### src/rtl/risc_core_param.sv
// Parametrised multi-cycle RISC core: IR, 8-entry register file, shifter, ALU, N/V/Z flags.
// Optional feature: define RISC_SAT_ADD_EN to make ADD saturate on signed overflow.
module risc_core_param #(
  parameter int unsigned DATA_W = 16
) (
  input  logic              clk,
  input  logic              reset,
  input  logic [15:0]       in,
  input  logic              load,
  input  logic              s,
  output logic [DATA_W-1:0] out,
  output logic              N,
  output logic              V,
  output logic              Z,
  output logic              w,
  output logic              ill
);

  localparam int unsigned Msb = DATA_W - 1;
  localparam logic [DATA_W-1:0] MaxPos = {1'b0, {(DATA_W-1){1'b1}}};
  localparam logic [DATA_W-1:0] MinNeg = {1'b1, {(DATA_W-1){1'b0}}};

  typedef enum logic [2:0] {
    StWait, StDecode, StWrImm, StGetA, StGetB, StExec, StWrite
  } state_e;

  state_e            r_state;
  logic [15:0]       r_ir;
  logic [DATA_W-1:0] r_rf [8];
  logic [DATA_W-1:0] r_a;
  logic [DATA_W-1:0] r_b;
  logic [DATA_W-1:0] r_out;
  logic              r_n, r_v, r_z;
  logic              r_wr;
  logic              r_ill;

  logic [2:0]        w_op;
  logic [1:0]        w_op2;
  logic [2:0]        w_rn, w_rd, w_rm;
  logic [1:0]        w_sh;
  logic [DATA_W-1:0] w_imm;
  logic [DATA_W-1:0] w_b_raw;
  logic [DATA_W-1:0] w_shifted;
  logic [DATA_W-1:0] w_sum, w_diff, w_c;
  logic              w_add_v, w_cmp_v, w_v;
  logic              w_is_movi, w_is_mov, w_is_alu;

  assign w_op  = r_ir[15:13];
  assign w_op2 = r_ir[12:11];
  assign w_rn  = r_ir[10:8];
  assign w_rd  = r_ir[7:5];
  assign w_sh  = r_ir[4:3];
  assign w_rm  = r_ir[2:0];
  assign w_imm = DATA_W'($signed(r_ir[7:0]));

  assign w_is_movi = (w_op == 3'b110) && (w_op2 == 2'b10);
  assign w_is_mov  = (w_op == 3'b110) && (w_op2 == 2'b00);
  assign w_is_alu  = (w_op == 3'b101);

  assign w_b_raw = r_rf[w_rm];

  always_comb begin
    w_shifted = w_b_raw;
    unique case (w_sh)
      2'b00:   w_shifted = w_b_raw;
      2'b01:   w_shifted = {w_b_raw[Msb-1:0], 1'b0};
      2'b10:   w_shifted = {1'b0, w_b_raw[Msb:1]};
      default: w_shifted = {w_b_raw[Msb], w_b_raw[Msb:1]};
    endcase
  end

  assign w_sum   = r_a + r_b;
  assign w_diff  = r_a + ~r_b + DATA_W'(1);
  assign w_add_v = (r_a[Msb] == r_b[Msb]) && (w_sum[Msb] != r_a[Msb]);
  assign w_cmp_v = (r_a[Msb] != r_b[Msb]) && (w_diff[Msb] != r_a[Msb]);

  // MOV passes the shifted operand straight through as C.
  always_comb begin
    w_c = r_b;
    w_v = 1'b0;
    if (w_is_alu) begin
      unique case (w_op2)
        2'b00: begin
          w_c = w_sum;
          w_v = w_add_v;
`ifdef RISC_SAT_ADD_EN
          if (w_add_v) w_c = r_a[Msb] ? MinNeg : MaxPos;
`endif
        end
        2'b01: begin
          w_c = w_diff;
          w_v = w_cmp_v;
        end
        2'b10:   w_c = r_a & r_b;
        default: w_c = ~r_b;
      endcase
    end
  end

  always_ff @(posedge clk or negedge reset) begin
    if (!reset) begin
      r_state <= StWait;
      r_ir    <= '0;
      r_a     <= '0;
      r_b     <= '0;
      r_out   <= '0;
      r_n     <= 1'b0;
      r_v     <= 1'b0;
      r_z     <= 1'b0;
      r_wr    <= 1'b0;
      r_ill   <= 1'b0;
      for (int i = 0; i < 8; i++) r_rf[i] <= '0;
    end else begin
      r_ill <= 1'b0;
      unique case (r_state)
        StWait: begin
          if (load) r_ir <= in;
          if (s) r_state <= StDecode;
        end
        StDecode: begin
          if (w_is_movi) begin
            r_state <= StWrImm;
          end else if (w_is_alu) begin
            r_state <= (w_op2 == 2'b11) ? StGetB : StGetA;
          end else if (w_is_mov) begin
            r_state <= StGetB;
          end else begin
            // Illegal: drain through WRITE with the write suppressed so w returns after two edges.
            r_ill   <= 1'b1;
            r_wr    <= 1'b0;
            r_state <= StWrite;
          end
        end
        StWrImm: begin
          r_rf[w_rn] <= w_imm;
          r_state    <= StWait;
        end
        StGetA: begin
          r_a     <= r_rf[w_rn];
          r_state <= StGetB;
        end
        StGetB: begin
          r_b     <= w_shifted;
          r_state <= StExec;
        end
        StExec: begin
          r_out <= w_c;
          if (w_is_alu) begin
            r_n <= w_c[Msb];
            r_z <= (w_c == '0);
            r_v <= w_v;
          end
          if (w_is_alu && (w_op2 == 2'b01)) begin
            r_state <= StWait;
          end else begin
            r_wr    <= 1'b1;
            r_state <= StWrite;
          end
        end
        StWrite: begin
          if (r_wr) r_rf[w_rd] <= r_out;
          r_wr    <= 1'b0;
          r_state <= StWait;
        end
        default: r_state <= StWait;
      endcase
    end
  end

  assign out = r_out;
  assign N   = r_n;
  assign V   = r_v;
  assign Z   = r_z;
  assign w   = (r_state == StWait);
  assign ill = r_ill;

endmodule

### config.mk
export PLATFORM = sky130hd
export DESIGN_NAME = risc_core_param
export DESIGN_NICKNAME = d
export VERILOG_FILES = /design/src/rtl/risc_core_param.sv
export SDC_FILE = /design/constraint.sdc
export NUM_CORES = 1
export LEC_CHECK = 0
export ABC_AREA = 1
export BUFFER_PORTS_ARGS = -buffer_cell sky130_fd_sc_hd__buf_2
export CORE_UTILIZATION = 45
export CTS_BUF_LIST = sky130_fd_sc_hd__clkbuf_16
export DETAILED_ROUTE_END_ITERATION = 12
export SLEW_MARGIN = 20
export SYNTH_ARGS = -nofsm -noshare
export SYNTH_HDL_FRONTEND = slang
export SYNTH_SLANG_ARGS = --single-unit
### constraint.sdc
create_clock -name clk -period 1.9 [get_ports clk]
set_input_delay 0.095 -clock clk [delete_from_list [all_inputs] [get_ports clk]]
set_output_delay 0.095 -clock clk [all_outputs]
set_load 0.05 [all_outputs]
==> metrics <==
routed length on met2 25.8 mm; share of flip-flops with an asynchronous set or reset 1.00; CTS tree yes; Mapped Cells 1870; top layer in use met5; Worst Skew 0.0184 ns; largest net degree at the start of global routing 71; Initial Utilization 0.456; crit share post-route 1.23; Mean Syn Cell Area 7.01 sq um; Final Hold Viols 0; Die W 173 um; DR WL met3 4.93 mm; Fin Hold WS 0.0376 ns; FP Rows 62; Multi-input gate area 8210 sq um; Final ANT Viol Nets 0; filler cell count 2570; initial drt markers 1904; cts bufs inserted 17; DR DRC count 0; Sink Count 200; n_diodes 0; deepest clock path buffer count 2; Worst slew margin 0.608; worst endpoint required time 2.29 ns; Tmin final 2.35 ns; synthesis-to-finish area growth 41.7%; Vias 15200; CP Max Fanout 3; P_leak 8.35 nW; Fmax 426 MHz; crit path launch type flip-flop; first-pass GRT wire length 84.1 mm; Avg WL per Cell 22.4 um; Setup WS post-layout -0.446 ns; final core occ 0.647; number of global-route vias before repair 14400; HP Class input pin to asynchronous set/reset pin; IO buf count 40; Synth Warn # 0; clock slew at reported path FFs 0.08 ns; MaxCap Viol Count 0; max-slew violation count 0; RSZ-0062 raised after global routing yes; Seq. cell area 5010 sq um; Die H 173 um; Place WS -0.515 ns; most used flip-flop cell after synthesis dfrtp_1; number of vias per cell 5.94; Final setup viols 20; htree depth 4; GRT Overall Usage 0.369; FF+latch count, synth 200; Syn Std Cell Area 13100 sq um; RD Place Congestion 0.978; Post-Syn Nets 1924; full die area 29800 sq um; GRT Residual Overflow 0; DRT Wirelength 57.4 mm; Distinct cells, synth 44; Final HPWL DP 40.9 mm; Crit. End Element flip-flop; core area 28700 sq um; I/O pins 41; CP Class flip-flop to flip-flop; Worst VDD drop 1.26 mV; Clock Latency Late Sink 0.46 ns; Seq/Total Area, Yosys 0.382; worst slew pin tran 0.588 ns; EDFF count, synth 0; clk root buf clkbuf_16; drt pass-1 iters 5; status finished with violations; share of cells above drive strength 1 0.341; Final Power 40.4 mW; final layout net count 2217; PwrDens 2180 nW/um^2; failing checks setup timing; antenna violations before repair 1; Crit path arrival time 2.74 ns; met1 WL 24.5 mm
-- stage by stage --
step,TNS [ns],std cells,area (sq um)
2_1_floorplan,-0.117,1870,13200
3_3_place_gp,-4.92,2469,15800
3_5_place_dp,-5.76,2469,15800
4_1_cts,-2.22,2536,17400
5_1_grt,-5.33,2560,18600
6_report,-3.30,2560,18600
-- kinds of logic after synthesis --
logic type | share of synthesized area
AO/OA/AOI/OAI | 0.255
buffers and inverters | 0.104
multiplexers | 0.0112
adder cells (fa/ha/maj) | 0.0336
AND/OR/NAND/NOR | 0.214
flip-flops | 0.382
-- layout make-up --
class                           instances  area share
Clock buffer                           17      0.0229
Tap cell                              384      0.0259
Multi-Input combinational cell       1315       0.442
Clock inverter                         15      0.0106
Sequential cell                       200       0.270
Timing Repair Buffer                  378       0.177
Inverter                              251      0.0516
-- synth_stat cells, drive strengths merged (4+ instances only) --
library cell / n / area, sq um
nor3: 22 / 141
a221oi: 19 / 166
a211oi: 9 / 100
inv: 247 / 927
o21ai: 260 / 1310
nand4: 19 / 119
o22ai: 97 / 607
a21oi: 164 / 832
ha: 32 / 400
nor2: 127 / 482
a41oi: 8 / 70.1
clkinv: 4 / 15.0
nand2: 382 / 1440
o21a: 9 / 67.6
mux2: 13 / 146
buf: 24 / 124
clkbuf: 80 / 300
dfrtp: 200 / 5000
a31oi: 21 / 131
nand3: 118 / 591
-- worst max-delay path: stages (launching register included) --
cell and delay, ns:
dfrtp_1 0.41, inv_2 0.07, ha_4 0.16, fa_2 0.52, or2_2 0.10, nand4_1 0.10, a21oi_2 0.18, nand2_1 0.08
nor2_1 0.09, nand2_1 0.08, nor2_2 0.12, nand3_2 0.13, nor2_1 0.12, nand3_1 0.07, nand2_1 0.06
-- layout by cell type, fill, tap and decap left out, types with 13 or more instances in the layout --
master and count:
nand2_1 297, o22ai_1 84, o21ai_0 186, nand2_4 32, a31oi_1 20, o22ai_2 13
mux2_2 13, nor2_1 96, o21ai_2 22, a21oi_1 122, a21oi_2 37, o21ai_1 51
buf_2 39, dfrtp_1 192, nand2_2 53, inv_2 31, nand3_1 74, buf_4 261
buf_6 30, dlygate4sd3_1 18, nand3_2 40, inv_1 214, clkbuf_16 21, buf_12 23
ha_4 14, nand4_1 19, a221oi_1 14, nor2_2 24
-- report_power, final --
| group | internal (mW) | switching (mW) | leakage (nW) |
|---|---|---|---|
| Combinational | 11.4 | 17.2 | 5.49 |
| Clock | 2.22 | 1.83 | 0.307 |
| Sequential | 6.11 | 1.67 | 2.56 |
-- layer usage --
metal | GRT usage | vias up
met2 | 0.582 | 806
met4 | 0.138 | 2
met1 | 0.513 | 7341
met3 | 0.0558 | 149
met5 | 0 | -
li1 | - | 6905
-- what timing repair did --
action | 4_1_cts | 5_1_grt
endpoints found under the hold margin | 217 | 0
gates resized for setup | 178 | 283
buffers inserted | 18 | 17
pin swaps | 51 | 79
hold buffers | 18 | 0
cloned | 0 | 9
setup endpoints to repair | 58 | 119
-- state kept, by name, summed over array words and instances, names as in the netlist --
register  cells
r_wr          1
ill           1
r_a          16
out          16
Z             1
r_b          16
r_rf        128
V             1
r_state       3
r_ir         16
N             1
-- final timing paths --
check	start	to	slack (ns)	cells after the start
max	r_a[0]	Z	-0.45	14
min	reset	r_rf[37]	0.04	2
max reg2reg	r_a[0]	Z	-0.45	14
min reg2reg	V	V	0.47	2
max in group asynchronous	reset	r_ir[0]	1.23	3
min in group clk	load	r_ir[8]	0.11	4
(Power assumes the default switching activity.)
